[src/rtl/burst_framer_pkg.sv]
// Shared definitions for burst_framer: FSM state codes, header field layout
// and the header word builder.
package burst_framer_pkg;

    localparam int unsigned STATE_W = 2;

    localparam logic [STATE_W-1:0] S_IDLE = 2'd0;
    localparam logic [STATE_W-1:0] S_HDR  = 2'd1;
    localparam logic [STATE_W-1:0] S_DATA = 2'd2;

    // Header layout: {zero pad, len[LEN_BITS-1:0] at LEN_LSB, addr[LEN_LSB-1:0]}
    localparam int unsigned LEN_BITS  = 16;
    localparam int unsigned HDR_MAX_W = 256;

    // addr must arrive zero-extended; lenLsb is the address width of the instance.
    function automatic logic [HDR_MAX_W-1:0] make_header(
        input logic [LEN_BITS-1:0]  len,
        input logic [HDR_MAX_W-1:0] addr,
        input int unsigned          lenLsb
    );
        logic [HDR_MAX_W-1:0] hdr;
        hdr = addr | (HDR_MAX_W'(len) << lenLsb);
        return hdr;
    endfunction

endpackage

[src/rtl/burst_framer.sv]
// Drains full chunks from the buffer FIFO as SOP/EOP-framed bursts (header + data).
// Optional short-burst flush on idle timeout when BURST_FRAMER_FLUSH_EN is defined.
module burst_framer
    import burst_framer_pkg::*;
#(
    parameter int unsigned WIDTH      = 64,
    parameter int unsigned DEPTH      = 4,
    parameter int unsigned CHUNKSIZE  = 4,
    parameter int unsigned ADDR_WIDTH = 32
`ifdef BURST_FRAMER_FLUSH_EN
    ,
    parameter int unsigned FLUSH_TIMEOUT = 256
`endif
) (
    input  logic                  clk_in,
    input  logic                  reset_in,
    input  logic [DEPTH-1:0]      fDepth_in,
    input  logic [WIDTH-1:0]      fData_in,
    input  logic                  fValid_in,
    input  logic                  fValidChunk_in,
    output logic                  fReady_out,
    input  logic [ADDR_WIDTH-1:0] cfgBase_in,
    input  logic                  cfgLoad_in,
    output logic [WIDTH-1:0]      oData_out,
    output logic                  oValid_out,
    output logic                  oSop_out,
    output logic                  oEop_out,
    input  logic                  oReady_in,
    output logic [15:0]           burstCount_out
);

    localparam int unsigned LEN_LSB = ADDR_WIDTH;

    logic [STATE_W-1:0]    stateQ;
    logic [STATE_W-1:0]    stateD;
    logic [LEN_BITS-1:0]   lenQ;
    logic [LEN_BITS-1:0]   newLen;
    logic [LEN_BITS-1:0]   beatQ;
    logic [ADDR_WIDTH-1:0] addrQ;
    logic [ADDR_WIDTH-1:0] hdrAddrQ;
    logic [15:0]           burstCountQ;
    logic                  latchBurst;
    logic                  hdrAccept;
    logic                  beatXfer;
    logic                  eopXfer;
    logic                  lastBeat;
    logic                  flushDue;

    assign lastBeat       = (beatQ == lenQ - LEN_BITS'(1));
    assign burstCount_out = burstCountQ;

`ifdef BURST_FRAMER_FLUSH_EN
    localparam int unsigned TIMER_W = $clog2(FLUSH_TIMEOUT + 1);

    logic [TIMER_W-1:0] flushTimerQ;
    logic               partialIdle;

    // Counts idle cycles spent holding less than a chunk; expiry forces a short burst.
    assign partialIdle = (stateQ == S_IDLE) && fValid_in && !fValidChunk_in;
    assign flushDue    = partialIdle && (flushTimerQ == TIMER_W'(FLUSH_TIMEOUT - 1));

    always_ff @(posedge clk_in) begin
        if (reset_in) begin
            flushTimerQ <= '0;
        end else if (partialIdle && !flushDue) begin
            flushTimerQ <= flushTimerQ + TIMER_W'(1);
        end else begin
            flushTimerQ <= '0;
        end
    end
`else
    logic unusedDepth;

    assign flushDue    = 1'b0;
    assign unusedDepth = ^fDepth_in;
`endif

    // State register
    always_ff @(posedge clk_in) begin
        if (reset_in) begin
            stateQ <= S_IDLE;
        end else begin
            stateQ <= stateD;
        end
    end

    // Next state, datapath strobes and stream outputs; DATA is a zero-latency pass-through.
    always_comb begin
        stateD     = stateQ;
        newLen     = LEN_BITS'(CHUNKSIZE);
        latchBurst = 1'b0;
        hdrAccept  = 1'b0;
        beatXfer   = 1'b0;
        eopXfer    = 1'b0;
        fReady_out = 1'b0;
        oValid_out = 1'b0;
        oSop_out   = 1'b0;
        oEop_out   = 1'b0;
        oData_out  = '0;

        case (stateQ)
            S_IDLE: begin
                if (fValidChunk_in) begin
                    latchBurst = 1'b1;
                    stateD     = S_HDR;
                end else if (flushDue) begin
                    latchBurst = 1'b1;
                    newLen     = LEN_BITS'(fDepth_in);
                    stateD     = S_HDR;
                end
            end

            S_HDR: begin
                oValid_out = 1'b1;
                oSop_out   = 1'b1;
                oData_out  = WIDTH'(make_header(lenQ, HDR_MAX_W'(hdrAddrQ), LEN_LSB));
                if (oReady_in) begin
                    hdrAccept = 1'b1;
                    stateD    = S_DATA;
                end
            end

            S_DATA: begin
                fReady_out = oReady_in;
                oValid_out = fValid_in;
                oData_out  = fData_in;
                oEop_out   = lastBeat;
                if (fValid_in && oReady_in) begin
                    beatXfer = 1'b1;
                    if (lastBeat) begin
                        eopXfer = 1'b1;
                        stateD  = S_IDLE;
                    end
                end
            end

            default: begin
                stateD = S_IDLE;
            end
        endcase
    end

    // Burst length/address latch, beat counter, running address and burst counter.
    always_ff @(posedge clk_in) begin
        if (reset_in) begin
            lenQ        <= '0;
            hdrAddrQ    <= '0;
            beatQ       <= '0;
            addrQ       <= '0;
            burstCountQ <= '0;
        end else begin
            if (latchBurst) begin
                lenQ     <= newLen;
                hdrAddrQ <= addrQ;
            end

            if (hdrAccept) begin
                beatQ <= '0;
            end else if (beatXfer) begin
                beatQ <= beatQ + LEN_BITS'(1);
            end

            if (eopXfer) begin
                burstCountQ <= burstCountQ + 16'd1;
            end

            // A configuration load takes priority over the end-of-burst advance.
            if (cfgLoad_in) begin
                addrQ <= cfgBase_in;
            end else if (eopXfer) begin
                addrQ <= addrQ + ADDR_WIDTH'(lenQ);
            end
        end
    end

endmodule

[config.mk]
export PLATFORM = sky130hd
export DESIGN_NAME = burst_framer
export DESIGN_NICKNAME = d
export VERILOG_FILES = /design/src/rtl/burst_framer_pkg.sv /design/src/rtl/burst_framer.sv
export SDC_FILE = /design/constraint.sdc
export NUM_CORES = 1
export LEC_CHECK = 0
export ABC_AREA = 1
export ABC_CLOCK_PERIOD_IN_PS = 2450
export CORE_ASPECT_RATIO = 1.2
export CORE_MARGIN = 5
export CORE_UTILIZATION = 48
export CTS_CLUSTER_DIAMETER = 100
export CTS_CLUSTER_SIZE = 14
export DETAILED_ROUTE_END_ITERATION = 16
export PLACE_DENSITY = 0.82
export SETUP_SLACK_MARGIN = 0.1
export SLEW_MARGIN = 25
export SYNTH_ARGS = -nofsm -noshare
export SYNTH_HDL_FRONTEND = slang
export SYNTH_SLANG_ARGS = --single-unit
[constraint.sdc]
create_clock -name clk_in -period 2.45 [get_ports clk_in]
set_input_delay 0.49 -clock clk_in [delete_from_list [all_inputs] [get_ports clk_in]]
set_output_delay 0.49 -clock clk_in [all_outputs]
set_load 0.05 [all_outputs]
### Word-level counts from Yosys, hierarchy flattened

Index checks and enable logic that the tools add are counted.
W data, S select, Z words.

* word-level logic and storage cells: 44
* memories kept: 0
* output and inout port bits: 84
* bits in latches: 0
* register bits: 99
* input bits: 106
* memory bits (read-only): 0
* bits in writable memories: 0

* order comparisons: 0
* shift-type cells: 0
* bitwise gates (word level): 1
* add/sub/neg operators: 4
* mux-type cells: 21
* equal/unequal tests: 7
* reduce and logical (&&, ||, !) cells: 5
* div/mod/pow operators: 0
* multipliers: 0

Operator list (number)
* $pmux W64 S2: 1
* $mux W32: 2
* $or A32 B35 Y35: 1
* $add A16 B1 Y16 const B: 2
* $add A32 B3 Y32: 1
* $eq A16 B16 Y1: 1
* $mux W1: 12
* $mux W2: 4
* $ne A2 B2 Y1 const B: 4
* $pmux W2 S3: 1
* $reduce_and A4 Y1: 1
* $sub A3 B1 Y4 const B: 1
* $eq A2 B1 Y1 const B: 1
* $eq A2 B2 Y1 const B: 1
* $logic_not A2 Y1: 1
* $pmux W1 S2: 1
* $reduce_bool A2 Y1: 1
* $reduce_or A2 Y1: 1
* $logic_and A1 B1 Y1: 1

### Depth between registers and ports, before layout

Gate-level depths: netlist of run 1.

* depth in word-level cells: 7
* mapped depth: 14
* mapped depth without buffers: 12

### Worst setup path before layout of run 1

Ideal clock, no wire load.

* path kind: register to output
* start point: register stateQ[1]
* end point: output oData_out[0]
* data required time: 1.960 ns
* path buffers: 2
* stages on the path, launching flop included: 7
* setup slack: -0.325 ns
* data arrival time: 2.285 ns
* path through: dfxtp_1 inv_1 ha_1 clkbuf_1 clkbuf_1 nand2_1 a21oi_1

* cells in the longest elaborated chain, start to end: 2
* elaborated cells between the ends (all ways): 3
* classes of those cells: 2 x eq/ne; 1 x mux

Ends and longest elaborated chain
* start: declaration: line burst_framer.sv:34 `logic [STATE_W-1:0] stateQ;`
* start signal: assignment: line burst_framer.sv:83 `stateQ <= stateD;`
* $eq A2 B2 Y1 / $eq A2 B1 Y1 (equally long branches): line burst_framer.sv:101 `case (stateQ)`
* $pmux W64 S2 (*): line burst_framer.sv:101
* end: declaration: line burst_framer.sv:24 `output logic [WIDTH-1:0] oData_out,`

Mark *: on every way between the ends. The rest lies on a longest branch, timed or not.

### Final worst setup path of run 1

* start point: register stateQ[1]
* end point: output oData_out[23]

Same word-level chain as after synthesis.

==> parameters.txt, run 1 <==
Parameter                              Value

Route
  Detailed Route Iter0 Violations    396
  Total detailed-routing wirelength    20700 µm
  Total number of vias    7322
  Via-to-Cell Ratio    5.29
  Number of antenna-violating nets in the routed design    0
  Average wire per cell in the routed design    15.0 µm
  Drt pass-1 iters    6
  Post-route DRC    0

STA
  Final worst clock skew    0.00981 ns
  Worst Tran Pin Value    0.529 ns
  Post-route fraction of the period consumed by the critical path    0.937
  Final-layout setup total negative slack    0 ns
  Number of failing hold endpoints at the final stage    0
  Remaining max-slew budget at the tightest pin    0.646
  Pins Over Slew Limit    0
  RSZ-0062 raised after global routing    no
  Max Clock Freq    436 MHz
  # setup viols final    0
  Shortest period the worst path allows    2.30 ns

Cells and area
  Antenna diodes    0
  Fin util    0.743
  Final net count    1328
  Leading cell type in the layout, fill and taps excluded    nand2_1
  Top library cells by usage in the layout, fill and taps aside    322 x nand2_1, 146 x nor2_1, 117 x clkdlybuf4s50_1
  Share of final-layout standard cells stronger than drive strength 1    0.140
  Area added between synthesis and finish    52.6%

Placed design
  Placer Congestion    0.904
  Dpl hpwl    15800 µm
  Input/output buffers    185

Critical path
  Worst-path maximum fanout    13
  Category of the critical setup timing path    reg2out
  Data arrival, critical path    1.81 ns
  R2r startpoint    lenQ[2]
  FF-to-FF End    addrQ[14]
  Sort of element at the start of the critical path    register
  Data required, critical path    1.96 ns
  R2r worst-path depth    12
  Worst setup slack for register-to-register paths    0.32 ns
  Nature of the critical path endpoint    primary output

Flow run
  Number of maximum-capacitance constraint violations    0

Die
  Std-Cell Rows    45
  Number of ports placed on the die boundary    190
  Chip Height    134 µm
  Overall die width    113 µm
  Core footprint    12600 µm²
  Initial Utilization    0.487
  Area enclosed by the die boundary    15200 µm²

Clock tree
  Maximum clock path buffer count    2
  Clock-pin slew on the worst setup and hold paths    0.07 ns
  Number of H-tree levels    3
  CTS tree    built
  Worst-Skew Late Latency    0.35 ns
  Number of sinks on the clock net    99
  Post-cts hold buffer count    0
  CTS buffer count    9
  Root buffer selected by CTS    clkbuf_16

Power and ir drop
  Peak VDD IR    0.666 mV
  PD cells    829 nW/µm²
  Tot Pwr    7.77 mW
  LEAKAGE    3.84 nW

Min path
  Hold Path Origin    burstCount_out[5]
  Sink of the worst hold path    burstCount_out[5]
  Type of the worst min-delay path    reg2reg
  Instance count along the most critical hold path    2

GRT
  Maximum number of pins on one net before global-route repair    52
  Gr ovfl total    0
  Overall fraction of global-route tracks in use    0.261
  Via count of the first global-routing pass    6917
  Global-route wire length before repair    32500 µm
  Initial antenna violation count    0

Yosys
  Number of instances in the synthesized netlist    1037
  Synthesized area per cell    5.92 µm²
  Post-synthesis sequential area ratio    0.323
  Number of distinct library cell variants in the gate-level netlist after synthesis    32
  FF+latch count, synth    99
  Number of warning messages in the yosys log    0
  Cell area after synthesis    6140 µm²
  Total nets after synthesis    1151

Outcome
  Run status    finished, final reports clean
worst max-delay path by stage:
| stage | to | slack [ns] | startpoint | cells after the start |
|---|---|---|---|---|
| 3_5_place_dp | beatQ[15] | 0.21 | oReady_in | 10 |
| 3_3_place_gp | addrQ[20] | 0.26 | oReady_in | 9 |
| 4_1_cts | oData_out[23] | 0.06 | stateQ[0] | 6 |
| 2_1_floorplan | oData_out[0] | 0.09 | stateQ[1] | 6 |
| 5_1_grt | oData_out[23] | 0.07 | stateQ[1] | 6 |
| 6_report | oData_out[23] | 0.15 | stateQ[1] | 6 |
kinds of logic (layout without fill, tap and decap cells):
group           count (synthesis)  count (layout)  synth area share
compound gates                177             177             0.146
xor+xnor                       15              15            0.0214
fa+ha+maj                       8               8            0.0163
simple gates                  576             576             0.387
flops                          99              99             0.323
buf+inv                       162             344             0.107
sequential cells by signal, summed over array words and instances, names as in the netlist:
register	cells
addrQ	32
beatQ	16
burstCount_out	16
hdrAddrQ	32
lenQ	1
stateQ	2
critical path: stages (launching register included):
cell and delay (ns):
dfxtp_1 0.39, inv_1 0.16, ha_4 0.33, inv_6 0.08
buf_12 0.17, a21oi_1 0.12, buf_4 0.21
Yosys cell counts, drive strengths merged:
cell type / instances / share of area
xnor2: 5 / 0.0071
clkinv: 2 / 0.0012
o21ai: 80 / 0.065
a21oi: 94 / 0.077
and2: 1 / 0.0010
nand3: 56 / 0.048
clkbuf: 26 / 0.016
nand2: 325 / 0.20
or2: 6 / 0.0061
nor2: 151 / 0.096
nor3: 13 / 0.011
nand4: 21 / 0.021
o21bai: 1 / 0.0012
inv: 114 / 0.070
o21a: 1 / 0.0012
nor3b: 1 / 0.0012
xor2: 10 / 0.014
ha: 8 / 0.016
dfxtp: 99 / 0.32
o31ai: 1 / 0.0012
nand3b: 2 / 0.0024
buf: 20 / 0.020
metal layers:
metal | share of wire | wire length (µm) | vias up | global-route usage
met3 | 0.070 | 1440 | 53 | 0.0469
met4 | 0.034 | 709 | 0 | 0.0969
met2 | 0.50 | 10400 | 335 | 0.479
li1 | - | - | 3632 | -
met1 | 0.39 | 8140 | 3302 | 0.300
met5 | 0 | 0 | - | 0
per-stage QoR:
step                      hold WS, ns  worst slack, ns  area (µm²)  std cells
after global placement          0.464            0.261        8970       1366
final                           0.495            0.154        9370       1383
after detailed placement        0.476            0.207        8970       1366
after floorplan                 0.455           0.0914        6440       1037
after CTS                       0.493           0.0636        9320       1382
after global routing            0.513           0.0668        9370       1383
repair_timing:
item                                   in CTS  in global routing
endpoints found under the hold margin       0                  0
gates resized for setup                     4                 10
setup endpoints to repair                  31                 28
setup buffers                               0                  1
power breakdown:
group | total [mW] | switching (mW) | internal, mW
Clock | 1.58 | 0.670 | 0.913
Combinational | 4.19 | 2.57 | 1.62
Sequential | 1.99 | 0.169 | 1.82
layout make-up:
class	instances	area (µm²)
multi-input cells	776	3840
fillers	997	3240
repair buffers	212	2550
flip-flops and latches	99	1990
inverters	116	443
clock buffers	9	225
well taps	164	205
clock inverters	7	106
No activity file was read; power rests on OpenSTA's default activity.
==> run 2: changes to the inputs <==
--- a/config.mk
+++ b/config.mk
@@ -6,7 +6,6 @@
 export NUM_CORES = 1
 export LEC_CHECK = 0
 export ABC_AREA = 1
-export ABC_CLOCK_PERIOD_IN_PS = 2450
 export CORE_ASPECT_RATIO = 1.2
 export CORE_MARGIN = 5
 export CORE_UTILIZATION = 48
==> results of run 2 <==
Same layout as run 1: the final DEF is identical, and so are final timing and power.
==> run 3: changes to the inputs <==
--- a/config.mk
+++ b/config.mk
@@ -6,6 +6,7 @@
 export NUM_CORES = 1
 export LEC_CHECK = 0
 export ABC_AREA = 1
+export CAP_MARGIN = 25
 export CORE_ASPECT_RATIO = 1.2
 export CORE_MARGIN = 5
 export CORE_UTILIZATION = 48
==> results of run 3 <==
Same layout as run 1: the final DEF is identical, and so are final timing and power.
